[config.mk]
export PLATFORM = sky130hd
export DESIGN_NAME = multdiv_unit
export DESIGN_NICKNAME = d
export VERILOG_FILES = /design/src/rtl/multdiv_unit.sv
export SDC_FILE = /design/constraint.sdc
export NUM_CORES = 1
export LEC_CHECK = 0
export ABC_AREA = 0
export BUFFER_PORTS_ARGS = -buffer_cell sky130_fd_sc_hd__buf_2
export CAP_MARGIN = 0
export CORE_MARGIN = 5
export CORE_UTILIZATION = 55
export CTS_CLUSTER_DIAMETER = 100
export DETAILED_ROUTE_END_ITERATION = 8
export HOLD_SLACK_MARGIN = 0.05
export PLACE_DENSITY = 0.81
export SYNTH_ARGS = -nofsm -noshare
export SYNTH_HDL_FRONTEND = slang
export SYNTH_SLANG_ARGS = --single-unit
[constraint.sdc]
create_clock -name clock -period 6 [get_ports clock]
set_input_delay 1.2 -clock clock [delete_from_list [all_inputs] [get_ports clock]]
set_output_delay 1.2 -clock clock [all_outputs]
set_load 0.01 [all_outputs]
[src/rtl/multdiv_unit.sv]
// multdiv_unit: iterative signed WIDTH-bit multiply/divide unit for the
// execute stage. Operands come from the register file read ports and the
// result goes back through the write port.
//   Multiply: radix-2 shift-add over the multiplier bits. The partial product
//             for the multiplier sign bit is subtracted on the final step,
//             which gives that bit its negative two's-complement weight.
//   Divide:   non-restoring divide on operand magnitudes. The quotient sign
//             is applied when the result is written.
// Optional build macro MULTDIV_EARLY_ZERO_EN: operations with a zero operand
// finish after one iteration instead of WIDTH. Results are the same either way.
module multdiv_unit #(
  parameter int WIDTH = 32
) (
  input  logic             clock,
  input  logic             ctrl_reset_n,
  input  logic             ctrl_MULT,
  input  logic             ctrl_DIV,
  input  logic [WIDTH-1:0] data_operandA,
  input  logic [WIDTH-1:0] data_operandB,
  output logic [WIDTH-1:0] data_result,
  output logic             data_exception,
  output logic             data_resultRDY,
  output logic             busy
);

  localparam int CntW = (WIDTH > 1) ? $clog2(WIDTH) : 1;
  localparam logic [CntW-1:0] LastCount = CntW'(WIDTH - 1);
  localparam logic [WIDTH-1:0] MostNeg = {1'b1, {(WIDTH-1){1'b0}}};

  typedef enum logic [1:0] {IDLE, MUL, DIV, DONE} stateType;

  stateType           state;
  logic [CntW-1:0]    count;

  // Multiply datapath: product accumulator, left-shifting multiplicand,
  // right-shifting multiplier.
  logic [2*WIDTH-1:0] acc;
  logic [2*WIDTH-1:0] mcand;
  logic [WIDTH-1:0]   mplier;

  // Divide datapath: signed partial remainder, dividend/quotient shift
  // register, and divisor magnitude.
  logic [WIDTH+1:0]   rem;
  logic [WIDTH-1:0]   quot;
  logic [WIDTH-1:0]   divisorMag;
  logic               negateQuot;
  logic               divByZero;
  logic               divOverflow;
  logic               earlyZero;

  logic               start;
  logic               lastIter;
  logic [WIDTH-1:0]   magA;
  logic [WIDTH-1:0]   magB;
  logic               startDivZero;
  logic               startDivOverflow;
  logic [2*WIDTH-1:0] mulAddend;
  logic [2*WIDTH-1:0] accNext;
  logic               mulOverflow;
  logic [WIDTH+1:0]   remShift;
  logic [WIDTH+1:0]   remNext;
  logic [WIDTH-1:0]   quotNext;
  logic [WIDTH-1:0]   quotSigned;

  // Start decode and operand preprocessing, only meaningful on the start edge.
  // Both ctrl lines high together is not a start.
  always_comb begin
    start            = ctrl_MULT ^ ctrl_DIV;
    magA             = data_operandA[WIDTH-1] ? -data_operandA : data_operandA;
    magB             = data_operandB[WIDTH-1] ? -data_operandB : data_operandB;
    startDivZero     = (data_operandB == '0);
    startDivOverflow = (data_operandA == MostNeg) && (data_operandB == '1);
  end

  // One multiply step and one non-restoring divide step. Each is computed
  // from the current registers.
  always_comb begin
    lastIter  = (count == LastCount);
    mulAddend = '0;
    if (mplier[0]) begin
      mulAddend = lastIter ? -mcand : mcand;
    end
    accNext     = acc + mulAddend;
    mulOverflow = (accNext[2*WIDTH-1:WIDTH] != {WIDTH{accNext[WIDTH-1]}});
    remShift    = {rem[WIDTH:0], quot[WIDTH-1]};
    remNext     = rem[WIDTH+1] ? (remShift + {2'b00, divisorMag})
                               : (remShift - {2'b00, divisorMag});
    quotNext    = {quot[WIDTH-2:0], ~remNext[WIDTH+1]};
    quotSigned  = negateQuot ? -quotNext : quotNext;
  end

`ifndef MULTDIV_EARLY_ZERO_EN
  assign earlyZero = 1'b0;
`endif

  // Control FSM and datapath registers. A valid start in any state restarts
  // the operation. Result outputs change only when entering DONE.
  always_ff @(posedge clock or negedge ctrl_reset_n) begin
    if (!ctrl_reset_n) begin
      state          <= IDLE;
      count          <= '0;
      acc            <= '0;
      mcand          <= '0;
      mplier         <= '0;
      rem            <= '0;
      quot           <= '0;
      divisorMag     <= '0;
      negateQuot     <= 1'b0;
      divByZero      <= 1'b0;
      divOverflow    <= 1'b0;
`ifdef MULTDIV_EARLY_ZERO_EN
      earlyZero      <= 1'b0;
`endif
      data_result    <= '0;
      data_exception <= 1'b0;
      data_resultRDY <= 1'b0;
      busy           <= 1'b0;
    end else if (start) begin
      state          <= ctrl_MULT ? MUL : DIV;
      count          <= '0;
      acc            <= '0;
      mcand          <= {{WIDTH{data_operandA[WIDTH-1]}}, data_operandA};
      mplier         <= data_operandB;
      rem            <= '0;
      quot           <= magA;
      divisorMag     <= magB;
      negateQuot     <= data_operandA[WIDTH-1] ^ data_operandB[WIDTH-1];
      divByZero      <= startDivZero;
      divOverflow    <= startDivOverflow;
`ifdef MULTDIV_EARLY_ZERO_EN
      earlyZero      <= (data_operandA == '0) || (data_operandB == '0);
`endif
      data_resultRDY <= 1'b0;
      busy           <= 1'b1;
    end else begin
      case (state)
        MUL: begin
          count  <= count + 1'b1;
          acc    <= accNext;
          mcand  <= mcand << 1;
          mplier <= mplier >> 1;
          if (lastIter || earlyZero) begin
            state          <= DONE;
            busy           <= 1'b0;
            data_resultRDY <= 1'b1;
            data_result    <= earlyZero ? '0 : accNext[WIDTH-1:0];
            data_exception <= earlyZero ? 1'b0 : mulOverflow;
          end
        end
        DIV: begin
          count <= count + 1'b1;
          rem   <= remNext;
          quot  <= quotNext;
          if (lastIter || earlyZero) begin
            state          <= DONE;
            busy           <= 1'b0;
            data_resultRDY <= 1'b1;
            if (divByZero) begin
              data_result    <= '0;
              data_exception <= 1'b1;
            end else if (divOverflow) begin
              data_result    <= MostNeg;
              data_exception <= 1'b1;
            end else if (earlyZero) begin
              data_result    <= '0;
              data_exception <= 1'b0;
            end else begin
              data_result    <= quotSigned;
              data_exception <= 1'b0;
            end
          end
        end
        DONE: begin
          state          <= IDLE;
          data_resultRDY <= 1'b0;
        end
        default: begin
        end
      endcase
    end
  end

endmodule
==> metrics <==
Port Buffers=between 100 and 150; Power Density=~430 mW/mm2; Final #Nets=3109; Clk pin slew, worst setup/hold paths=0.06 ns; sequential power share=a little over a quarter; synth unique cells=82; Tmin final=6.49 ns; Residual DRC=0; CP required=6.41 ns; sequential cell area fraction in the yosys report=between 30% and 40%; number of vias per cell=6.30; die extent in y=215 um; Logic pwr share=53.5%; HPWL after DPL=49.7 mm; Sw Ratio=43.5%; vias in the first global route=21400; CP startpoint=mcand[14]; Critical Path Start Type=flop; Final Cycle Share=108%; fmax=0.154 GHz; top post-synthesis cells by area=dfrtp_1, mux2i_1, xnor2_1, ha_1, a21oi_1; worst-case clock buffer depth=3; EDFF count, synth=0; Mapped Avg Cell Area=8.47 um2; Pwr Total=about 12 mW; cts hold-fix bufs=0; area grow syn2layout=19.1%; Fillers=3313; largest net degree at the start of global routing=around 220; hold path depth=1; # diodes=0; endpoints failing setup=6; First-pass DRT Iterations=6; Non-Filler Instances=3496; launching point of the worst reg2reg path=mcand[14]; Total Routed Length=69.9 mm; Int Pwr=6.63 mW; DR vias=22000; Synth top area share=approximately 33%; VDD IR max=0.328 mV; layout cell share with drive strength beyond 1=18.0%; global-route wire length before repair=112 mm; total CTS buffers=37; Placed Area=0.0254 mm2; Post-Syn Nets=2896; synthesized instance count=2719; dominant synthesized flop cell=dfrtp_1; Crit Path Category=reg2reg; GR Util All Layers=29.0%; Sw Pwr=5.10 mW; floorplan row count=75; Seq cells post-synth=303; Slew @ Worst Pin=1.06 ns; Worst path slowest cell=or4_4; clk_lat worst skew=0.56 ns; cell mode on critical path=or4_4; Crit Path Max Fanout=7; area leader, netlist=dfrtp_1; Leakage=11.8 nW; Cells after DPL=3420; ys async rst share=100%; die width=215 um; TritonCTS clock tree=done; initial core utilization=between 50% and 60%; die footprint=0.0461 mm2; clock net sink count=303; Root Buffer=clkbuf_16; cell breakdown of the critical path=or4_4 -> or4_4 -> or3_4 -> or2_1 -> or4_4 -> or4_4 -> buf_4 -> o31ai_2 -> xnor2_1 -> and2_1 -> ha_4 -> nand2_1 -> o21ai_0 -> a21oi_1 -> o21a_1 -> buf_4 -> or3_1 -> o2111ai_4 -> nand2_1 -> o211ai_1 -> nand4_1 -> nor4_1 -> mux2_2 -> a21oi_1; DRT antenna net count=0; wire per inst=roughly 20 um; fin worst setup slack=-0.492 ns; CTS H-Tree Depth=2; placer congestion estimate=0.988; worst hold start=data_result[26]; First DRT Iteration DRCs=1918; max_cap viols=0; max_slew headroom=between 20% and 30%; I/O Pins=approximately 100; clock network power share=19.1%; Mapped Area=approximately 0.023 mm2; Yosys warning count=0; gr ovfl total=0; worst min path class=reg2reg; r2r worst-path depth=24; worst stage delay on the critical path=0.55 ns; area of the core=0.0417 mm2; crit end category=flop; RSZ-0062 raised after global routing=yes; outcome=finished with violations; final hold violation count=0; post-route cell area=0.0274 mm2; CP arrival=roughly 6.9 ns; violated checks=setup timing; clock skew=0.0199 ns; initial antenna violation count=1; Max Slew Vio Count=0
-- flip-flops by register name (all words and copies together) (netlist names) --
signal / count
state: 2
divByZero: 1
quot: 32
count: 5
acc: 64
divOverflow: 1
busy: 1
mplier: 32
rem: 34
data_resultRDY: 1
divisorMag: 32
data_exception: 1
mcand: 64
negateQuot: 1
data_result: 32
-- final timing paths --
path	slack, ns	endpoint
worst min register to register	0.49	data_result[26]
worst max-delay path	-0.49	data_exception
worst min-delay path	0.49	data_result[26]
min in group asynchronous	0.78	mplier[5]
max in group asynchronous	3.90	acc[37]
worst max register to register	-0.49	data_exception
-- power by group through the flow --
stage / registers (mW) / clock network (mW) / logic, mW
floorplan: 3.09 / 0 / 4.10
global placement: 3.17 / 0 / 5.75
finish: 3.22 / 2.24 / 6.28
CTS: 3.18 / 2.27 / 6.04
global route: 3.28 / 2.36 / 6.83
detailed placement: 3.19 / 0 / 5.91
-- cell families (layout without fill, tap and decap cells) --
kind of cell / after synthesis / after routing / synth area share, %
flops: 303 / 303 / 32.9
compound gates: 769 / 769 / 20.9
mux: 190 / 190 / 8.28
xor+xnor: 258 / 258 / 9.81
fa+ha+maj: 110 / 110 / 6.03
simple gates: 885 / 885 / 18.7
buf+inv: 204 / 442 / 3.36
-- critical path, delay by kind of cell, from the launching register on --
kind,cells,cell delay (ns)
AOI/OAI and AO/OA,7,1.36
xor gates and xnor gates,1,0.08
adders and majority gates,1,0.31
buffers and inverters,2,0.33
DFF,1,0.38
muxes,1,0.21
and+or+nand+nor,12,3.67
-- cell usage after synthesis (41+ instances only) --
| master | n |
|---|---|
| o31ai_1 | 41 |
| o21ai_0 | 211 |
| a21oi_1 | 231 |
| and2_1 | 74 |
| dfrtp_1 | 303 |
| clkbuf_1 | 134 |
| o21a_1 | 48 |
| a21o_1 | 52 |
| xor2_1 | 105 |
| nor2_1 | 264 |
| nand2_1 | 240 |
| ha_1 | 107 |
| mux2i_1 | 186 |
| xnor2_1 | 153 |
| inv_1 | 54 |
-- area by class of cell --
| class | instances | area [um2] | share of cell area [%] |
|---|---|---|---|
| multi-input cells | 2212 | 15500 | 56.6 |
| flip-flops and latches | 303 | 7580 | 27.7 |
| repair buffers | 322 | 2240 | 8.18 |
| clock buffers | 49 | 1030 | 3.76 |
| well taps | 539 | 674 | 2.46 |
| inverters | 56 | 210 | 0.767 |
| clock inverters | 15 | 156 | 0.570 |
-- metrics by stage --
stage | setup WS, ns | utilization, % | hold WS, ns | TNS [ns]
6_report | -0.492 | 65.8 | 0.491 | -0.924
5_1_grt | -0.690 | 65.8 | 0.504 | -2.44
3_3_place_gp | -0.688 | 60.9 | 0.473 | -2.38
2_1_floorplan | -0.303 | - | 0.435 | -0.303
3_5_place_dp | -0.810 | 60.9 | 0.474 | -3.60
4_1_cts | -0.437 | 64.7 | 0.490 | -0.591
-- metal layers --
metal | routed length, um | global-route usage, % | vias up
met5 | 13 | 0 | -
met4 | 2480 | 10.1 | 2
met3 | 5730 | 5.45 | 179
met2 | 32100 | 46.4 | 974
met1 | 29600 | 39.7 | 10700
li1 | - | - | 10200
-- cells in the final DEF, fill, tap and decap left out, types with 9 or more instances in the layout --
cell | Yosys | layout
dfrtp_1 | 303 | 303
nor2_1 | 264 | 255
nand2_1 | 240 | 236
a21oi_1 | 231 | 211
buf_4 | 0 | 208
o21ai_0 | 211 | 195
mux2i_1 | 186 | 185
xnor2_1 | 153 | 151
xor2_1 | 105 | 102
buf_2 | 0 | 101
ha_1 | 107 | 93
and2_1 | 74 | 67
inv_1 | 54 | 53
a21o_1 | 52 | 52
o21a_1 | 48 | 48
nand3_1 | 40 | 39
clkbuf_16 | 0 | 38
nor3_1 | 40 | 37
o31ai_1 | 41 | 36
nand4_1 | 34 | 34
or3_1 | 31 | 27
or4_1 | 28 | 25
nor2b_1 | 23 | 23
nand2b_1 | 22 | 22
nor4_1 | 26 | 21
o41ai_1 | 20 | 18
o21ai_1 | 8 | 17
a31oi_1 | 17 | 17
a21oi_2 | 0 | 16
o221ai_1 | 16 | 16
a211oi_1 | 19 | 15
o21bai_1 | 16 | 15
and3_1 | 16 | 14
ha_4 | 0 | 13
a211o_1 | 10 | 10
o211ai_1 | 10 | 10
or2_2 | 12 | 9
buf_6 | 1 | 9
-- repair_timing --
action                                  4_1_cts  5_1_grt
setup buffers                                 6       10
pin swaps                                    20       42
endpoints found under the setup margin       15       31
gates resized for setup                      73       85
Power figures use the tool's default switching activity.
